`src/rtl/spi_pkg.sv`:
```
// spi_pkg: shared definitions for the SPI master shifter.
//   - FSM state encoding for spi_shifter
//   - default data and baud-divider widths
//   - transfer length in SCK edges
package spi_pkg;

    localparam int unsigned SPI_DATA_W = 8;
    localparam int unsigned SPI_DIV_W  = 4;

    // One leading plus one trailing SCK edge per data bit.
    localparam int unsigned SPI_XFER_EDGES = 2 * SPI_DATA_W;

    typedef enum logic [2:0] {
        ST_IDLE  = 3'd0,
        ST_SETUP = 3'd1,
        ST_XFER  = 3'd2,
        ST_HOLD  = 3'd3,
        ST_DONE  = 3'd4
    } spi_state_e;

endpackage

```
`src/rtl/spi_baud_gen.sv`:
```
// spi_baud_gen: half-period timer for the SPI serial clock.
// Counts 0..div and wraps; tick marks the last cycle of each half-period,
// so one half-period lasts div+1 clk cycles.
// Ports:
//   clk    in   system clock (rising edge)
//   rst    in   asynchronous active-high reset
//   enable in   count while high
//   clear  in   restart the half-period from zero (wins over enable)
//   div    in   half-period length minus one
//   tick   out  combinational, high in the final cycle of a half-period
module spi_baud_gen #(
    parameter int unsigned DIV_W = 4
) (
    input  logic             clk,
    input  logic             rst,
    input  logic             enable,
    input  logic             clear,
    input  logic [DIV_W-1:0] div,
    output logic             tick
);

    logic [DIV_W-1:0] cnt_q;
    logic [DIV_W-1:0] cnt_d;
    logic             at_end_c;

    assign at_end_c = (cnt_q == div);

    // Next count: clear restarts, otherwise count and wrap at div.
    always_comb begin
        cnt_d = cnt_q;
        if (clear) begin
            cnt_d = '0;
        end else if (enable) begin
            cnt_d = at_end_c ? '0 : cnt_q + DIV_W'(1);
        end
    end

    always_ff @(posedge clk or posedge rst) begin
        if (rst) begin
            cnt_q <= '0;
        end else begin
            cnt_q <= cnt_d;
        end
    end

    assign tick = enable && !clear && at_end_c;

endmodule

```
`src/rtl/spi_shifter.sv`:
```
// spi_shifter: bit-level SPI master engine.
// A start strobe in IDLE latches the byte and the baud/mode settings, then
// the FSM walks IDLE -> SETUP -> XFER -> HOLD -> DONE -> IDLE, driving
// SPI_CLK/SPI_MOSI/SPI_nSS and shifting SPI_MISO into the shift register.
// Optional feature macro: SPI_LSB_FIRST_EN (when defined, lsb_first=1
// selects LSB-first order; when undefined lsb_first is ignored).
// Ports:
//   clk, rst      system clock, asynchronous active-high reset
//   start         one-cycle request, honoured only in IDLE
//   tx_data       byte to send (latched on accepted start)
//   div           half-period length minus one (latched on start)
//   cpol, cpha    SPI mode (latched on start)
//   lsb_first     bit order select
//   rx_data       received byte, updated in the DONE cycle
//   busy          high whenever the FSM is not IDLE
//   done          one-cycle pulse in the DONE cycle
//   SPI_MISO      serial data in
//   SPI_MOSI      serial data out
//   SPI_CLK       serial clock
//   SPI_nSS       slave select, active low
module spi_shifter
    import spi_pkg::*;
#(
    parameter int unsigned DATA_W = SPI_DATA_W,
    parameter int unsigned DIV_W  = SPI_DIV_W
) (
    input  logic              clk,
    input  logic              rst,
    input  logic              start,
    input  logic [DATA_W-1:0] tx_data,
    input  logic [DIV_W-1:0]  div,
    input  logic              cpol,
    input  logic              cpha,
    input  logic              lsb_first,
    output logic [DATA_W-1:0] rx_data,
    output logic              busy,
    output logic              done,
    input  logic              SPI_MISO,
    output logic              SPI_MOSI,
    output logic              SPI_CLK,
    output logic              SPI_nSS
);

    localparam int unsigned EDGES = 2 * DATA_W;
    localparam int unsigned CNT_W = $clog2(EDGES) + 1;

    spi_state_e state_q, state_d;

    logic [DATA_W-1:0] sr_q, sr_d;
    logic [DATA_W-1:0] rx_q, rx_d;
    logic [CNT_W-1:0]  bit_cnt_q, bit_cnt_d;
    logic [DIV_W-1:0]  div_q, div_d;
    logic              cpol_q, cpol_d;
    logic              cpha_q, cpha_d;
    logic              sample_q, sample_d;
    logic              sck_q, sck_d;
    logic              mosi_q, mosi_d;
    logic              nss_q, nss_d;
    logic              busy_q, busy_d;
    logic              done_q, done_d;

    logic              lsb_q;
    logic              lsb_in_c;
    logic              accept_c;
    logic              tick_c;
    logic              baud_en_c;
    logic              baud_clear_c;
    logic              leading_c;
    logic              last_edge_c;

    // Bit to present on MOSI for the selected order.
    function automatic logic out_bit(input logic [DATA_W-1:0] sr, input logic lsb);
        return lsb ? sr[0] : sr[DATA_W-1];
    endfunction

    // Shift one received bit in; the opposite end is the one just sent.
    function automatic logic [DATA_W-1:0] shift_in(input logic [DATA_W-1:0] sr,
                                                   input logic              b,
                                                   input logic              lsb);
        if (lsb) begin
            return {b, sr[DATA_W-1:1]};
        end
        return {sr[DATA_W-2:0], b};
    endfunction

    assign accept_c = (state_q == ST_IDLE) && start;

`ifdef SPI_LSB_FIRST_EN
    assign lsb_in_c = lsb_first;

    // Bit order is part of the configuration latched on start.
    always_ff @(posedge clk or posedge rst) begin
        if (rst) begin
            lsb_q <= 1'b0;
        end else if (accept_c) begin
            lsb_q <= lsb_first;
        end
    end
`else
    logic unused_lsb_first;

    // Port kept for a stable interface; order is fixed MSB-first.
    assign unused_lsb_first = lsb_first;
    assign lsb_in_c         = 1'b0;
    assign lsb_q            = 1'b0;
`endif

    assign baud_en_c   = (state_q == ST_SETUP) || (state_q == ST_XFER) || (state_q == ST_HOLD);
    assign leading_c   = ~bit_cnt_q[0];
    assign last_edge_c = (bit_cnt_q == CNT_W'(EDGES - 1));

    spi_baud_gen #(
        .DIV_W (DIV_W)
    ) u_baud (
        .clk    (clk),
        .rst    (rst),
        .enable (baud_en_c),
        .clear  (baud_clear_c),
        .div    (div_q),
        .tick   (tick_c)
    );

    // Next-state and next-output logic; all outputs are registered from *_d.
    always_comb begin
        state_d      = state_q;
        sr_d         = sr_q;
        rx_d         = rx_q;
        bit_cnt_d    = bit_cnt_q;
        div_d        = div_q;
        cpol_d       = cpol_q;
        cpha_d       = cpha_q;
        sample_d     = sample_q;
        sck_d        = sck_q;
        mosi_d       = mosi_q;
        nss_d        = nss_q;
        baud_clear_c = 1'b0;

        unique case (state_q)
            ST_IDLE: begin
                nss_d  = 1'b1;
                mosi_d = 1'b0;
                sck_d  = cpol_q;
                if (start) begin
                    div_d        = div;
                    cpol_d       = cpol;
                    cpha_d       = cpha;
                    sr_d         = tx_data;
                    bit_cnt_d    = '0;
                    baud_clear_c = 1'b1;
                    sck_d        = cpol;
                    nss_d        = 1'b0;
                    // cpha=0 slaves sample on the first edge, so bit 0 goes out in SETUP.
                    mosi_d       = cpha ? 1'b0 : out_bit(tx_data, lsb_in_c);
                    state_d      = ST_SETUP;
                end
            end

            ST_SETUP: begin
                if (tick_c) begin
                    state_d = ST_XFER;
                end
            end

            ST_XFER: begin
                if (tick_c) begin
                    sck_d     = ~sck_q;
                    bit_cnt_d = bit_cnt_q + CNT_W'(1);
                    if (leading_c) begin
                        if (!cpha_q) begin
                            sample_d = SPI_MISO;
                        end else begin
                            mosi_d = out_bit(sr_q, lsb_q);
                        end
                    end else begin
                        if (!cpha_q) begin
                            // Sampled bit is held until now so MOSI stays put across the leading edge.
                            sr_d = shift_in(sr_q, sample_q, lsb_q);
                            if (!last_edge_c) begin
                                mosi_d = out_bit(sr_d, lsb_q);
                            end
                        end else begin
                            sr_d = shift_in(sr_q, SPI_MISO, lsb_q);
                        end
                    end
                    if (last_edge_c) begin
                        state_d = ST_HOLD;
                    end
                end
            end

            ST_HOLD: begin
                if (tick_c) begin
                    nss_d   = 1'b1;
                    mosi_d  = 1'b0;
                    sck_d   = cpol_q;
                    rx_d    = sr_q;
                    state_d = ST_DONE;
                end
            end

            ST_DONE: begin
                state_d = ST_IDLE;
            end

            default: begin
                state_d = ST_IDLE;
            end
        endcase

        busy_d = (state_d != ST_IDLE);
        done_d = (state_d == ST_DONE);
    end

    // State, datapath and output registers.
    always_ff @(posedge clk or posedge rst) begin
        if (rst) begin
            state_q   <= ST_IDLE;
            sr_q      <= '0;
            rx_q      <= '0;
            bit_cnt_q <= '0;
            div_q     <= '0;
            cpol_q    <= 1'b0;
            cpha_q    <= 1'b0;
            sample_q  <= 1'b0;
            sck_q     <= 1'b0;
            mosi_q    <= 1'b0;
            nss_q     <= 1'b1;
            busy_q    <= 1'b0;
            done_q    <= 1'b0;
        end else begin
            state_q   <= state_d;
            sr_q      <= sr_d;
            rx_q      <= rx_d;
            bit_cnt_q <= bit_cnt_d;
            div_q     <= div_d;
            cpol_q    <= cpol_d;
            cpha_q    <= cpha_d;
            sample_q  <= sample_d;
            sck_q     <= sck_d;
            mosi_q    <= mosi_d;
            nss_q     <= nss_d;
            busy_q    <= busy_d;
            done_q    <= done_d;
        end
    end

    assign rx_data  = rx_q;
    assign busy     = busy_q;
    assign done     = done_q;
    assign SPI_MOSI = mosi_q;
    assign SPI_CLK  = sck_q;
    assign SPI_nSS  = nss_q;

endmodule

```
`config.mk`:
```
export PLATFORM = sky130hd
export DESIGN_NAME = spi_shifter
export DESIGN_NICKNAME = d
export VERILOG_FILES = /design/src/rtl/spi_pkg.sv /design/src/rtl/spi_baud_gen.sv /design/src/rtl/spi_shifter.sv
export SDC_FILE = /design/constraint.sdc
export NUM_CORES = 1
export LEC_CHECK = 0
export BUFFER_PORTS_ARGS = -buffer_cell sky130_fd_sc_hd__buf_4
export CORE_AREA = 2 2 62 122
export CTS_CLUSTER_SIZE = 20
export DETAILED_ROUTE_END_ITERATION = 7
export DIE_AREA = 0 0 64 124
export PLACE_DENSITY_LB_ADDON = 0.08
export SYNTH_ARGS = -nofsm -noshare
export SYNTH_HDL_FRONTEND = slang
export SYNTH_HIERARCHICAL = 1
export SYNTH_SLANG_ARGS = --single-unit
```
`constraint.sdc`:
```
create_clock -name clk -period 2.1 [get_ports clk]
set_input_delay 0.21 -clock clk [delete_from_list [all_inputs] [get_ports clk]]
set_output_delay 0.21 -clock clk [all_outputs]
set_load 0.01 [all_outputs]
```
==> results.toml <==
[clock_network]
clk_latency_ns = 0.28
numCtsBuffers = 5
postCtsSetupRepairBufs = 0
cts_max_path_buffers = 2
cts_tree = "yes"
cts.sinks = 40
clk_pin_slew_ns = 0.06
htree_levels = 2
ctsRootBufferMaster = "clkbuf_16"

[layout]
syn_to_final_growth_pct = 30.9
final_net_count = 264
instances_no_fill = 333
design_area_um2 = 2670
antenna_cells = 0
fillers = 703
drive_gt1_frac = 0.358

[floorplan]
die_w_um = 64
die-area_um2 = 7940
start_util = 0.293
io_pins = 32
die_h_um = 124
coreArea_um2 = 6940
rows = 43

[global_routing]
track_usage = 0.134
grt_pass1_vias = 1550
grt_max_degree = 37
grt_first_pass_wirelength_um = 7800
gr-total-overflow = 0
antenna_found_initial = 0

[power_and_ir_drop]
p_comb_frac = 0.417
p_per_area_nw_per_um2 = 1440
p_int_uw = 2490
power_switching_uw = 1340
switching_share = 0.350
p_seq_frac = 0.356
leakage_uw = 0.00130
peakVddDrop_mv = 0.524
pwr-share-clk = 0.227

[setup_path]
r2r_end = "sample_q$_DFFE_PP0P_"
slowest_stage = "dfrtp_1"
max_stage_delay_ns = 0.39
start_kind = "register"
arrival_ns = 2.13
required_ns = 2.27
path_cells = "xor2_1 -> nor4_4 -> and3b_2 -> buf_4 -> nor4b_2 -> mux2_2"
cp-end-kind = "register"
regToRegStartpoint = "u_baud/cnt_q[2]$_DFFE_PP0P_"
rrSetupSlack_ns = 0.14
rr_worst_depth = 6
worstPathMaxFanout = 4
worst-setup-path-type = "reg2reg"

[yosys]
synthCells = 189
synth_seq_area_share = 0.492
yosys_most_used_dff = "dfrtp_1"
synth_area_leaders = "dfrtp_1, nand2_1, mux2_2"
syn_area_um2 = 2040
async_flop_share = 1.00
yosysWarnings = 6
yosysTopAreaCell = "dfrtp_1"
synth_most_common_cell = "dfrtp_1"
synth.ff_latch_count = 40
synth-edff-count = 0
yosysUniqueCellTypes = 50
avgSynthCellArea_um2 = 10.8
synth_common_cells = "dfrtp_1, nand2_1, nor2_1"
synth_nets = 211
synth_top_area_share = 0.479

[min_path]
min-delay-path-class = "in2reg"
worstHoldEndpoint = "div_q[1]$_DFFE_PP0P_"
worstHoldStart = "div[1]"
holdPathStages = 2

[sta]
worst_pin_slew_ns = 0.489
finalCriticalPeriod_ns = 1.96
rsz0062_at_grt = "no"
fmax_mhz = 509
fin_setup_tns_ns = 0
maxSlewViolCount = 0
relSlewSlack = 0.674
setup_viol = 0
skew_ns = 0.00136
fin_crit_sh = 0.936
hold_violations = 0

[detailed_routing]
m1WireLength_um = 1650
vias = 1512
met2_length_um = 2870
drc_errors = 0
firstDrtPassIters = 3
routedWlPerCell_um = 14.2
wl_met3_um = 90
drt_wl_total_um = 4730
viasPerCell = 4.54
top_layer_used = "met4"
drtIter0Drc = 39
ant_nets = 0

[placed_design]
post-place-cells = 324
gp_congestion = 0.738
dp_hpwl_um = 3610
placed_area_um2 = 2490
io_buffers = 30

[flow_run]
cap_violations = 0

[run_status]
status = "finished, final reports clean"
==> layout by cell type (no fill, tap or decap), types with 2 or more instances in the layout <==
| master | instances |
|---|---|
| a2111oi_2 | 2 |
| a21oi_1 | 7 |
| a21oi_2 | 2 |
| a21oi_4 | 2 |
| and3_1 | 2 |
| buf_4 | 52 |
| clkbuf_16 | 5 |
| dfrtp_1 | 39 |
| ha_1 | 3 |
| inv_1 | 6 |
| mux2_2 | 10 |
| mux2i_1 | 9 |
| nand2_1 | 31 |
| nand2b_1 | 3 |
| nand3_1 | 5 |
| nor2_1 | 15 |
| nor2_2 | 3 |
| nor2b_1 | 3 |
| nor3b_1 | 2 |
| o21ai_0 | 5 |
| or2_1 | 2 |
| xor2_1 | 4 |
==> power by group through the flow <==
stage | Clock, uW | Sequential (uW) | Combinational [uW]
3_5_place_dp | 0 | 1390 | 1630
6_report | 871 | 1370 | 1600
3_3_place_gp | 0 | 1390 | 1610
4_1_cts | 903 | 1380 | 1630
5_1_grt | 927 | 1420 | 1780
2_1_floorplan | 0 | 1390 | 1020
==> metal layers <==
| layer | global-route usage | vias to the layer above |
|---|---|---|
| li1 | - | 756 |
| met3 | 0.0253 | 6 |
| met2 | 0.264 | 16 |
| met1 | 0.128 | 734 |
| met4 | 0.0652 | 0 |
| met5 | 0 | - |
==> metrics by stage <==
stage	total power (uW)	worst slack, ns	hold WS [ns]	util
after floorplan	2410	0.00999	-0.0239	-
after global placement	3000	0.0721	0.129	0.358
after detailed placement	3020	0.0638	0.130	0.358
after CTS	3920	0.0500	0.152	0.383
after global routing	4130	0.00559	0.159	0.384
final	3840	0.135	0.157	0.384
==> layout make-up <==
class / count / area (um^2) / area share
Sequential cell: 40 / 1000 / 0.376
Multi-Input combinational cell: 134 / 950 / 0.356
Timing Repair Buffer: 54 / 412 / 0.154
Clock buffer: 6 / 129 / 0.0483
Tap cell: 90 / 113 / 0.0422
Clock inverter: 2 / 35.0 / 0.0131
Inverter: 7 / 26.3 / 0.00985
==> state kept, by name, summed over array words and instances (netlist names) <==
signal and cells:
sr_q 8, rx_data 8, u_baud/cnt_q 4, cpol_q 1, SPI_nSS 1, div_q 4, sample_q 1, cpha_q 1
SPI_CLK 1, SPI_MOSI 1, busy 1, bit_cnt_q 5, state_q 3, done 1
==> logic make-up (layout without fill, tap and decap cells) <==
group / count (synthesis) / count (layout) / synth area share
buf+inv: 15 / 69 / 0.0424
simple gates: 76 / 76 / 0.203
compound gates: 30 / 30 / 0.115
mux: 19 / 19 / 0.0995
flops: 40 / 40 / 0.492
xor+xnor: 6 / 6 / 0.0295
fa+ha+maj: 3 / 3 / 0.0184
==> worst max-delay path, delay by kind of cell (launching register included) <==
family	cells	cell delay, ns
AND/OR/NAND/NOR	3	0.79
XOR/XNOR	1	0.19
flip-flops	1	0.39
multiplexers	1	0.36
buffers and inverters	1	0.12
==> how the worst max path moves through the flow <==
stage                                start                        to  cells past startpoint  slack [ns]
2_1_floorplan  u_baud/cnt_q[2]$_DFFE_PP0P_       sr_q[0]$_DFFE_PP0P_                      7        0.01
3_3_place_gp   u_baud/cnt_q[2]$_DFFE_PP0P_  bit_cnt_q[2]$_DFFE_PP0P_                      8        0.07
3_5_place_dp   u_baud/cnt_q[2]$_DFFE_PP0P_      sample_q$_DFFE_PP0P_                      6        0.06
4_1_cts        u_baud/cnt_q[2]$_DFFE_PP0P_      sample_q$_DFFE_PP0P_                      6        0.05
5_1_grt        u_baud/cnt_q[2]$_DFFE_PP0P_  bit_cnt_q[2]$_DFFE_PP0P_                      8       0.006
6_report       u_baud/cnt_q[2]$_DFFE_PP0P_      sample_q$_DFFE_PP0P_                      6        0.14
==> timing repair <==
item | in CTS | in global routing
hold buffers | 1 | 0
endpoints found under the setup margin | 0 | 7
gates resized for setup | 0 | 2
hold endpoints to repair | 4 | 0
Note: power is estimated with default switching activity, not from simulation.
